### src/rtl/btn_pkg.sv
// Shared definitions for the push-button synchronizer/debouncer: FSM state
// encoding, the board-clock debounce default and the button channel map.
package btn_pkg;

  typedef enum logic [1:0] {
    S_LOW       = 2'b00,
    S_WAIT_HIGH = 2'b01,
    S_HIGH      = 2'b10,
    S_WAIT_LOW  = 2'b11
  } btn_state_t;

  // 10 ms of stability at the 100 MHz board clock
  localparam int unsigned DEBOUNCE_CYCLES_DEFAULT = 1000000;

  localparam int unsigned BTN_UP     = 0;
  localparam int unsigned BTN_DOWN   = 1;
  localparam int unsigned BTN_LEFT   = 2;
  localparam int unsigned BTN_RIGHT  = 3;
  localparam int unsigned BTN_CENTER = 4;

endpackage

### src/rtl/debounce_channel.sv
// One button channel: SYNC_STAGES-deep synchronizer feeding a four-state
// debounce FSM with a qualification counter and registered level/busy outputs.
module debounce_channel
  import btn_pkg::*;
#(
  parameter int unsigned SYNC_STAGES     = 2,
  parameter int unsigned DEBOUNCE_CYCLES = DEBOUNCE_CYCLES_DEFAULT
) (
  input  logic clk,
  input  logic rst,
  input  logic btn_raw,
  output logic btn_level,
  output logic btn_busy
);

  localparam int unsigned CNT_W = $clog2(DEBOUNCE_CYCLES + 1);
  localparam logic [CNT_W-1:0] CNT_LAST = CNT_W'(DEBOUNCE_CYCLES - 1);

  logic [SYNC_STAGES-1:0] sync_q;
  logic                   sync_i;
  btn_state_t             state_q, state_d;
  logic [CNT_W-1:0]       cnt_q, cnt_d;

  always_ff @(posedge clk or posedge rst) begin
    if (rst) sync_q <= '0;
    else     sync_q <= {sync_q[SYNC_STAGES-2:0], btn_raw};
  end

  assign sync_i = sync_q[SYNC_STAGES-1];

  always_comb begin
    state_d = state_q;
    cnt_d   = cnt_q;
    unique case (state_q)
      S_LOW: begin
        if (sync_i) begin
          state_d = S_WAIT_HIGH;
          cnt_d   = '0;
        end
      end
      S_WAIT_HIGH: begin
        if (!sync_i) begin
          state_d = S_LOW;
          cnt_d   = '0;
        end else if (cnt_q == CNT_LAST) begin
          state_d = S_HIGH;
          cnt_d   = '0;
        end else begin
          cnt_d = cnt_q + CNT_W'(1);
        end
      end
      S_HIGH: begin
        if (!sync_i) begin
          state_d = S_WAIT_LOW;
          cnt_d   = '0;
        end
      end
      S_WAIT_LOW: begin
        if (sync_i) begin
          state_d = S_HIGH;
          cnt_d   = '0;
        end else if (cnt_q == CNT_LAST) begin
          state_d = S_LOW;
          cnt_d   = '0;
        end else begin
          cnt_d = cnt_q + CNT_W'(1);
        end
      end
      default: begin
        state_d = S_LOW;
        cnt_d   = '0;
      end
    endcase
  end

  // Outputs are registered from the next state so they move on the same edge as state_q
  always_ff @(posedge clk or posedge rst) begin
    if (rst) begin
      state_q   <= S_LOW;
      cnt_q     <= '0;
      btn_level <= 1'b0;
      btn_busy  <= 1'b0;
    end else begin
      state_q   <= state_d;
      cnt_q     <= cnt_d;
      btn_level <= (state_d == S_HIGH) || (state_d == S_WAIT_LOW);
      btn_busy  <= (state_d == S_WAIT_HIGH) || (state_d == S_WAIT_LOW);
    end
  end

endmodule

### src/rtl/button_debouncer.sv
// Multi-channel push-button synchronizer/debouncer; one independent
// debounce_channel per button feeding the downstream edge detectors.
module button_debouncer
  import btn_pkg::*;
#(
  parameter int unsigned N_BTN           = 5,
  parameter int unsigned SYNC_STAGES     = 2,
  parameter int unsigned DEBOUNCE_CYCLES = DEBOUNCE_CYCLES_DEFAULT
) (
  input  logic             clk,
  input  logic             rst,
  input  logic [N_BTN-1:0] btn_raw,
  output logic [N_BTN-1:0] btn_level,
  output logic [N_BTN-1:0] btn_busy
);

  for (genvar i = 0; i < N_BTN; i++) begin : g_ch
    debounce_channel #(
      .SYNC_STAGES     (SYNC_STAGES),
      .DEBOUNCE_CYCLES (DEBOUNCE_CYCLES)
    ) u_ch (
      .clk       (clk),
      .rst       (rst),
      .btn_raw   (btn_raw[i]),
      .btn_level (btn_level[i]),
      .btn_busy  (btn_busy[i])
    );
  end

endmodule

### config.mk
export PLATFORM = sky130hd
export DESIGN_NAME = button_debouncer
export DESIGN_NICKNAME = d
export VERILOG_FILES = /design/src/rtl/btn_pkg.sv /design/src/rtl/debounce_channel.sv /design/src/rtl/button_debouncer.sv
export SDC_FILE = /design/constraint.sdc
export NUM_CORES = 1
export LEC_CHECK = 0
export BUFFER_PORTS_ARGS = -buffer_cell sky130_fd_sc_hd__buf_2
export CAP_MARGIN = 20
export CELL_PAD_IN_SITES_DETAIL_PLACEMENT = 0
export CELL_PAD_IN_SITES_GLOBAL_PLACEMENT = 1
export CORE_ASPECT_RATIO = 1.2
export CORE_UTILIZATION = 49
export DETAILED_ROUTE_END_ITERATION = 16
export PLACE_DENSITY_LB_ADDON = 0.15
export SLEW_MARGIN = 25
export SYNTH_ARGS = -nofsm -noshare
export SYNTH_HDL_FRONTEND = slang
export SYNTH_SLANG_ARGS = --single-unit
### constraint.sdc
create_clock -name clk -period 6.8 [get_ports clk]
set_input_delay 1.02 -clock clk [delete_from_list [all_inputs] [get_ports clk]]
set_output_delay 1.02 -clock clk [all_outputs]
set_load 0.02 [all_outputs]
==> out/results.ini, run 1 <==
[synthesis]
synth_flop_cell = dfrtp_1
synth_warnings = 0
synth_top_area_share_pct = 48.8
yosysSeqAreaShare_pct = 48.8
ys_ff_latch = 125
synthCells = 665
synth_edf_count = 0
synthDistinctLibCells = 56
postSynthNetCount = 677
synth_area_leader_cell = dfrtp_1
synth_area_um2 = 6410
synthArstFlopShare_pct = 100
synth_area_leaders = dfrtp_1 49%, nand2_1 4.3%, nand3_1 4.1%, nor2_1 3.9%, xnor2_1 3.3%
syn_avg_cell_area_um2 = 9.64

[clocking]
h-tree-depth = 4
cts_made_buffers = 17
insertion_delay_ns = 0.42
cts_resized = 0
cts_tree = done
cts_setup_buffers = 0
cts-root-buf = clkbuf_16
cts_sinks = 125
path_clk_slew_ns = 0.05
cts_hold_buf = 0
cts_buffer_depth = 2

[die]
ios = 17
core_area_um2 = 12700
rows = 45
die_height_um = 127
die_w_um = 106
initial_utilization_pct = 50.4
die_area_um2 = 13600

[grt]
grt_start_max_net_pins = 78
grt_pass1_wl_um = 22900
overflow = 0
grt_usage_pct = 21.4
grt_pass1_vias = 4885
antenna_found_initial = 0

[critical_path]
crit_chain = or4b_1, nor4_2, a21oi_1, buf_4, a21o_1, a22o_1
arrival_ns = 2.63
timing.rr.start = g_ch[0].u_ch.cnt_q[8]
cpLargestDelayFamily = simple AND/OR/NAND/NOR gates
endpoint = g_ch[0].u_ch.cnt_q[12]
r2r_end = g_ch[0].u_ch.cnt_q[12]
crit_path_start_kind = register
critical_path_depth = 6
crit_required_ns = 7.11
cpMaxStageDelayCell = or4b_1
critPathBufInv = 1
rr_worst_depth = 6
cp-end-kind = register
max_stage_delay_ns = 0.56
path_class = register to register
crit_start = g_ch[0].u_ch.cnt_q[8]
critical_path.max_fanout = 17
ff2ff_setup_slack_ns = 4.48

[final_layout]
antenna_cells = 0
fin_cells = 854
nets = 690
drive_gt1_share_pct = 11.0
syn2layout_area_growth_pct = 12.3

[job]
cap_violations = 0

[route]
final_antenna_net_count = 0
num_vias = 4921
drt-total-wl_um = 12900
avgViaCountPerCell = 5.76
drt_iter0_drc = 198
detail_route.wl_per_cell_um = 15.2
drtPass1Iterations = 4
remaining_drc_errors = 0

[placement]
portBuffers = 16
place_inst = 823
gp_congestion = 0.800
dp_hpwl_um = 8790

[worst_hold_path]
hold_depth = 0
hold_path_class = register to register

[sta]
final_hold_viol_count = 0
min_period_ns = 2.32
maxSlewViolCount = 0
clock.fmax_mhz = 431
timing.slew.headroom_pct = 33.3
finalSetupTns_ns = 0
worst_pin_slew_ns = 1.00
fin_crit_sh_pct = 34.1
finClkSkew_ns = 0.00755
rsz0062_at_grt = no
timing.hold.ws_ns = 0.359
setup_viol = 0

[power_and_ir_drop]
p_switching_w = 0.000366
switching_share_pct = 20.7
p_leak_nw = 3.10
internal-power_w = 0.00140
clkPwrFrac_pct = 53.0
p_comb_share_pct = 3.7
max-vdd-ir-drop_v = 0.000164
power_density_nw_per_um2 = 245
power.total_w = 0.00177
seqPwrFrac_pct = 43.3

[outcome]
status = finished, final reports clean

==> power groups by stage <==
| stage | clock network, W | logic (W) | registers (W) |
|---|---|---|---|
| detailed placement | 0 | 0.0000671 | 0.000778 |
| floorplan | 0 | 0.0000522 | 0.000774 |
| CTS | 0.000956 | 0.0000672 | 0.000765 |
| finish | 0.000937 | 0.0000650 | 0.000765 |
| global placement | 0 | 0.0000657 | 0.000777 |
| global route | 0.000987 | 0.0000759 | 0.000766 |
==> layout by cell type (no fill, tap or decap), types with 3 or more instances in the layout <==
cell / n
dfrtp_1: 125
nand2_1: 74
nor2_1: 66
nand3_1: 52
o21ai_0: 41
xnor2_1: 24
a21oi_1: 23
xor2_1: 22
nand4_1: 22
clkbuf_16: 17
nor3_1: 16
buf_2: 16
and4_1: 14
inv_1: 12
or3_1: 12
and2_1: 12
a22o_1: 12
mux2_2: 12
mux2i_1: 11
and3_1: 10
nor4_1: 10
a21o_1: 6
clkbuf_8: 6
ha_1: 5
nand2b_1: 4
or4b_1: 3
nor4_2: 3
o211ai_1: 3
nand3b_1: 3
or2_2: 3
a211oi_1: 3
clkinv_2: 3
bufinv_16: 3
buf_4: 3
==> Yosys cell counts, drive strengths merged (2+ instances only) <==
master,n
nand4b,2
nand3,52
a211oi,3
o311ai,2
nor4,14
o21ai,42
or4,2
a21o,6
a21oi,23
xnor2,24
o31a,2
nor2b,2
clkbuf,8
nor3b,2
nor4b,2
o211ai,3
nor3,16
mux2,14
a32oi,2
inv,13
and2,13
o22ai,2
nand4,22
nand2,75
buf,17
nor2,67
o2111a,2
a22o,12
and3,10
or3,12
nand2b,4
ha,5
dfrtp,125
mux2i,11
or4b,4
or2,3
xor2,22
and4,14
nand3b,3
==> area by class of cell <==
class,count,area (um2)
repair buffers,19,103
multi-input cells,502,3090
well taps,164,205
inverters,13,53.8
flip-flops and latches,125,3130
clock buffers,25,515
clock inverters,6,105
fillers,1184,5520
==> worst min-delay path by stage <==
stage                             endpoint                   start  slack, ns
finish              g_ch[0].u_ch.sync_q[1]  g_ch[0].u_ch.sync_q[0]       0.36
CTS                 g_ch[3].u_ch.sync_q[1]  g_ch[3].u_ch.sync_q[0]       0.36
floorplan           g_ch[0].u_ch.sync_q[1]  g_ch[0].u_ch.sync_q[0]       0.33
global placement    g_ch[3].u_ch.sync_q[1]  g_ch[3].u_ch.sync_q[0]       0.34
global route        g_ch[0].u_ch.sync_q[1]  g_ch[0].u_ch.sync_q[0]       0.37
detailed placement  g_ch[0].u_ch.sync_q[1]  g_ch[0].u_ch.sync_q[0]       0.34
==> per-stage QoR <==
step	utilization [%]	worst slack [ns]	area, um2
after detailed placement	51.7	4.28	6580
after global routing	56.6	4.23	7200
after global placement	51.7	4.29	6580
after floorplan	-	2.45	6410
final	56.6	4.48	7200
after CTS	56.6	4.46	7200
==> registers in the layout, indices dropped and copies added (netlist names) <==
| name | flops |
|---|---|
| g_ch.u_ch.cnt_q | 100 |
| g_ch.u_ch.sync_q | 10 |
| g_ch.u_ch.state_q | 7 |
| g_ch.u_ch.btn_level | 5 |
| g_ch.u_ch.btn_busy | 3 |
==> worst reg2reg max path, stage by stage, from the launching register on <==
cell and delay [ns]:
dfrtp_1 0.44, or4b_1 0.56, nor4_2 0.27, a21oi_1 0.28, buf_4 0.28, a21o_1 0.17
a22o_1 0.22
==> layer usage <==
metal	GRT usage, %	wire, um	up-vias
li1	-	-	2411
met1	26.7	6100	2427
met2	36.0	6320	67
met3	4.54	331	16
met4	9.27	195	0
met5	0	0	-
==> kinds of logic (layout without fill, tap and decap cells) <==
family                   Yosys count  in the layout  synth area share (%)
buffers and inverters             38             63                  3.02
flip-flops                       125            125                  48.8
XOR/XNOR                          46             46                  6.28
multiplexers                      25             25                  4.29
AND/OR/NAND/NOR                  320            320                  26.2
AO/OA/AOI/OAI                    106            106                  10.5
adder cells (fa/ha/maj)            5              5                 0.975
No activity file was read; power rests on OpenSTA's default activity.
==> inputs of run 2 (changes only) <==
Settings changed: CORE_UTILIZATION 49 to 44.
Clock period 6.8 ns to 2 ns, I/O delays scaled along.
==> run 2 against run 1 <==
Effect of this change:
- the flow now finishes with violations (design-rule violations, negative setup slack)
- wire length is 11% higher
- cell count is 11% higher
- clock skew is 0.00091 ns higher
- clock power grew to 3.7 times the previous value
- first-iteration DRC count is 15% higher
- power grew to 3.6 times the previous value
- non-clock buffer count is 90 higher
- combinational power grew to 5.0 times the previous value
==> out/results.ini, run 2 (synthesized netlist as in run 1, its figures left out) <==
[outcome]
status = complete, but fails checks
violations = design-rule violations, negative setup slack

[route]
drtPass1Iterations = 12  ; +8
avgViaCountPerCell = 5.59  ; -3.0%
remaining_drc_errors = 3  ; +3
detail_route.wl_per_cell_um = 15.1  ; -0.19%
num_vias = 5322  ; +8.1%
drt_iter0_drc = 227  ; +15%
drt-total-wl_um = 14400  ; +11%
final_antenna_net_count = 0  ; unchanged

[die]
rows = 47  ; +4.4%
core_area_um2 = 14000  ; +10%
initial_utilization_pct = 45.8  ; -4.6 points
die_area_um2 = 15100  ; +11%
die_w_um = 112  ; +5.4%
die_height_um = 134  ; +5.4%
ios = 17  ; unchanged

[final_layout]
largest_register = g_ch.u_ch.cnt_q
finish.utilization_pct = 58.2  ; +1.6 points
mostFrequentLayoutCells = 125 x dfrtp_1, 77 x buf_4, 74 x nand2_1
nets = 780  ; +13%
antenna_cells = 0  ; unchanged
fin_cells = 952  ; +11%
drive_gt1_share_pct = 23.3  ; +12 points
largest_register_ffs = 100  ; unchanged
final_area_um2 = 8140  ; +13%
final_common_cell = dfrtp_1
reg_top3 = g_ch.u_ch.cnt_q x100, g_ch.u_ch.sync_q x10, g_ch.u_ch.state_q x7
syn2layout_area_growth_pct = 26.9

[grt]
grt_usage_pct = 20.5  ; -0.88 points
grt_start_max_net_pins = 62  ; -21%
antenna_found_initial = 0  ; unchanged
grt_pass1_vias = 5278  ; +8.0%
overflow = 0  ; unchanged
grt_pass1_wl_um = 24600  ; +7.5%

[clocking]
h-tree-depth = 4  ; unchanged
cts-root-buf = clkbuf_16
insertion_delay_ns = 0.42  ; about the same
path_clk_slew_ns = 0.06  ; about the same
cts_buffer_depth = 2  ; unchanged
cts_made_buffers = 17  ; unchanged
cts_sinks = 125  ; unchanged
cts_tree = done

[critical_path]
critical_path.max_fanout = 5  ; -12
cp-end-kind = register
crit_path_start_kind = register
crit_start = g_ch[2].u_ch.cnt_q[13]
path_class = register to register
arrival_ns = 2.33  ; -0.30 ns
timing.rr.start = g_ch[2].u_ch.cnt_q[13]
crit_required_ns = 2.31  ; -4.80 ns

[sta]
setup_viol = 1  ; +1
min_period_ns = 2.02  ; -0.299 ns
timing.slew.headroom_pct = 54.9  ; +22 points
clock.fmax_mhz = 495  ; +15%
timing.hold.ws_ns = 0.348  ; -0.0108 ns
finClkSkew_ns = 0.00847  ; +0.000913 ns
finalSetupTns_ns = -0.0220  ; -0.0220 ns
final_hold_viol_count = 0  ; unchanged
worst_pin_slew_ns = 0.674  ; -0.327 ns
fin_crit_sh_pct = 101  ; +67 points
fin_ws_ns = -0.0220  ; -4.50 ns
maxSlewViolCount = 0  ; unchanged
rsz0062_at_grt = yes

[worst_hold_path]
hold_start = g_ch[3].u_ch.sync_q[0]
hold_path_class = register to register

[power_and_ir_drop]
power_density_nw_per_um2 = 780  ; +220%
p_leak_nw = 3.66  ; +18%
max-vdd-ir-drop_v = 0.000530  ; +220%

[job]
cap_violations = 0  ; unchanged

[placement]
place_inst = 900  ; +9.4%
place_area_um2 = 7150  ; +8.7%
portBuffers = 16  ; unchanged
gp_congestion = 0.788  ; -1.5%
dp_hpwl_um = 9770  ; +11%

run 2: power by group:
group / switching (W) / internal, W
Combinational: 0.000196 / 0.000132
Clock: 0.00112 / 0.00231
Sequential: 0.0000297 / 0.00256
Total: 0.00135 / 0.00500
run 2: through the flow:
stage,total power (W),worst slack (ns)
6_report,0.00635,-0.0220
5_1_grt,0.00657,-0.105
4_1_cts,0.00641,-0.0346
3_5_place_dp,0.00294,-0.0819
3_3_place_gp,0.00293,-0.00410
2_1_floorplan,0.00281,0.0459
run 2: worst max-delay path: stages, from the launching register on:
cell and delay (ns):
dfrtp_1 0.38, or4b_4 0.55, nor4_4 0.29, a21o_1 0.23, buf_6 0.13, o21ai_1 0.06
mux2_2 0.26
run 2: layout make-up:
class	instances	area (um2)
Clock buffer	22	474
Clock inverter	10	185
Fill cell	1237	5860
Inverter	13	52.6
Multi-Input combinational cell	502	3230
Sequential cell	125	3130
Tap cell	171	214
Timing Repair Buffer	109	857
run 2: repair_timing:
item,in CTS,in global routing
gates resized for setup,4,37
pin swaps,4,16
endpoints found under the setup margin,25,43
buffers inserted,3,11
hold endpoints to repair,16,0
hold buffers,6,0
run 2: path summary, 6_finish.rpt:
path	cells past startpoint	end	slack [ns]
max	6	g_ch[2].u_ch.cnt_q[13]	-0.02
min	0	g_ch[3].u_ch.sync_q[1]	0.35
max reg2reg	6	g_ch[2].u_ch.cnt_q[13]	-0.02
min reg2reg	0	g_ch[3].u_ch.sync_q[1]	0.35
max in group asynchronous	4	g_ch[1].u_ch.cnt_q[2]	0.96
min in group asynchronous	3	g_ch[3].u_ch.cnt_q[7]	0.42
run 2: layer usage:
metal	vias to the layer above	share of wire, %	GRT usage [%]
met3	24	2.3	4.16
met1	2641	45	24.6
met4	0	2.2	9.93
met2	62	51	35.3
li1	2595	-	-
met5	-	0	0
==> inputs of run 3 (changes only) <==
Settings changed: CORE_UTILIZATION 44 to 49.
Clock period 2 ns to 2.39 ns, I/O delays scaled along.
==> run 3 against run 2 <==
Effect of this change:
- the run now ends clean
- clock-buffer cell count grew 2
- sequential share of layout area rose by 4.6 points
- register-to-register slack better by 0.24 ns
- utilization down 0.98 points
- wire length decreased by 8.7%
- power decreased by 25%
- critical endpoint is now g_ch[3].u_ch.cnt_q[12]
- largest cell class is now registers
- largest power group unchanged
==> out/results.ini, run 3 (synthesized netlist as in run 1, its figures left out) <==
[power_and_ir_drop]
max-vdd-ir-drop_v = 0.000463  ; -13%
power.total_w = 0.00478  ; -25%
power_density_nw_per_um2 = 657  ; -16%
p_leak_nw = 3.16  ; -14%

[sta]
finClkSkew_ns = 0.00902  ; +0.000556 ns
final_hold_viol_count = 0  ; unchanged
worst_pin_slew_ns = 0.851  ; +0.177 ns
timing.slew.headroom_pct = 43.3  ; -12 points
fin_ws_ns = 0.220  ; +0.242 ns
clock.fmax_mhz = 461  ; -6.8%
maxSlewViolCount = 0  ; unchanged
min_period_ns = 2.17  ; +0.148 ns
finalSetupTns_ns = 0  ; +0.0220 ns
fin_crit_sh_pct = 90.8  ; -10 points
setup_viol = 0  ; -1
rsz0062_at_grt = no

[placement]
dp_hpwl_um = 8890  ; -8.9%
portBuffers = 16  ; unchanged
gp_congestion = 0.825  ; +4.7%
place_inst = 838  ; -6.9%
post-place-ws_ns = 0.108  ; +0.190 ns

[clocking]
cts_resized = 0  ; -4
cts_setup_buffers = 0  ; -3
cts-root-buf = clkbuf_16
cts_tree = done
path_clk_slew_ns = 0.05  ; about the same
cts_hold_buf = 0  ; -6
cts_sinks = 125  ; unchanged
cts_made_buffers = 17  ; unchanged
insertion_delay_ns = 0.41  ; about the same
h-tree-depth = 4  ; unchanged
cts_buffer_depth = 2  ; unchanged

[critical_path]
cp-end-kind = register
arrival_ns = 2.46  ; +0.13 ns
path_class = register to register
crit_required_ns = 2.68  ; +0.37 ns
ff2ff_setup_slack_ns = 0.22  ; +0.24 ns
crit_path_start_kind = register
critical_path.max_fanout = 11  ; +6

[grt]
use_met2_pct = 33.6  ; -1.7 points
grt_pass1_vias = 4781  ; -9.4%
antenna_found_initial = 0  ; unchanged
use_met3_pct = 4.74  ; +0.59 points
grt.busiest_layer = met2
use_met1_pct = 28.6  ; +4.0 points
overflow = 0  ; unchanged
grt_usage_pct = 21.1  ; +0.59 points
grt_pass1_wl_um = 22800  ; -7.4%
grt_start_max_net_pins = 92  ; +48%

[die]
initial_utilization_pct = 50.4  ; +4.6 points
die_area_um2 = 13600  ; -10%
core_area_um2 = 12700  ; -9.1%
ios = 17  ; unchanged
die_w_um = 106  ; -5.1%
die_height_um = 127  ; -5.2%
rows = 45  ; -4.3%

[route]
remaining_drc_errors = 0  ; -3
avgViaCountPerCell = 5.68  ; +1.7%
drt_iter0_drc = 258  ; +14%
num_vias = 4944  ; -7.1%
drtPass1Iterations = 4  ; -8
drt-total-wl_um = 13100  ; -8.7%
final_antenna_net_count = 0  ; unchanged
detail_route.wl_per_cell_um = 15.1  ; about the same

[final_layout]
finish.utilization_pct = 57.2  ; -0.98 points
syn2layout_area_growth_pct = 13.4
largest_register_ffs = 100  ; unchanged
drive_gt1_share_pct = 13.2  ; -10 points
final_common_cell = dfrtp_1
reg_top3 = g_ch.u_ch.cnt_q x100, g_ch.u_ch.sync_q x10, g_ch.u_ch.state_q x7
largest_register = g_ch.u_ch.cnt_q
mostFrequentLayoutCells = 125 x dfrtp_1, 74 x nand2_1, 65 x nor2_1
nets = 705  ; -9.6%
antenna_cells = 0  ; unchanged
fin_cells = 870  ; -8.6%

[worst_hold_path]
hold_path_class = primary input to asynchronous set/reset pin

[outcome]
status = finished, final reports clean

[job]
cap_violations = 0  ; unchanged

-- run 3: layout make-up --
| cell class | count | area (um2) |
|---|---|---|
| tap | 164 | 205 |
| inverter | 13 | 52.6 |
| timing repair buffer | 34 | 228 |
| clock inverter | 8 | 65.1 |
| fill | 1160 | 5450 |
| sequential | 125 | 3130 |
| multi-input combinational | 502 | 3120 |
| clock buffer | 24 | 482 |
-- run 3: routing by layer --
layer	part of all wire [%]	routed length (um)
met4	1.0	134
met2	47	6230
met1	48	6380
met5	0	0
met3	3.1	411
-- run 3: per-stage QoR --
stage / hold WS, ns / instance area, um2
final: 0.0469 / 7280
after global routing: 0.0272 / 7280
after CTS: 0.0317 / 7250
after detailed placement: 0.336 / 6710
after global placement: 0.338 / 6710
after floorplan: 0.331 / 6420
-- run 3: where the power goes --
part	switching, W	total (W)	leakage (nW)	internal (W)
registers	0.0000290	0.00217	1.70	0.00215
clock network	0.000898	0.00240	0.277	0.00150
logic	0.000145	0.000209	1.17	0.0000646
total	0.00107	0.00478	3.16	0.00371
-- run 3: worst paths after layout --
check	startpoint	end	depth (start not counted)
max in group asynchronous	rst	g_ch[2].u_ch.cnt_q[14]	3
max reg2reg	g_ch[3].u_ch.cnt_q[13]	g_ch[3].u_ch.cnt_q[12]	5
min in group clk	btn_raw[2]	g_ch[2].u_ch.sync_q[0]	1
max	g_ch[3].u_ch.cnt_q[13]	g_ch[3].u_ch.cnt_q[12]	5
min reg2reg	g_ch[0].u_ch.sync_q[0]	g_ch[0].u_ch.sync_q[1]	0
min	rst	g_ch[4].u_ch.cnt_q[14]	3
-- run 3: critical path: stages (launching register included) --
cell and delay [ns]:
dfrtp_1 0.43, or4b_4 0.57, nor4_4 0.34, a21oi_1 0.32, nor2_2 0.30, nor2_1 0.08
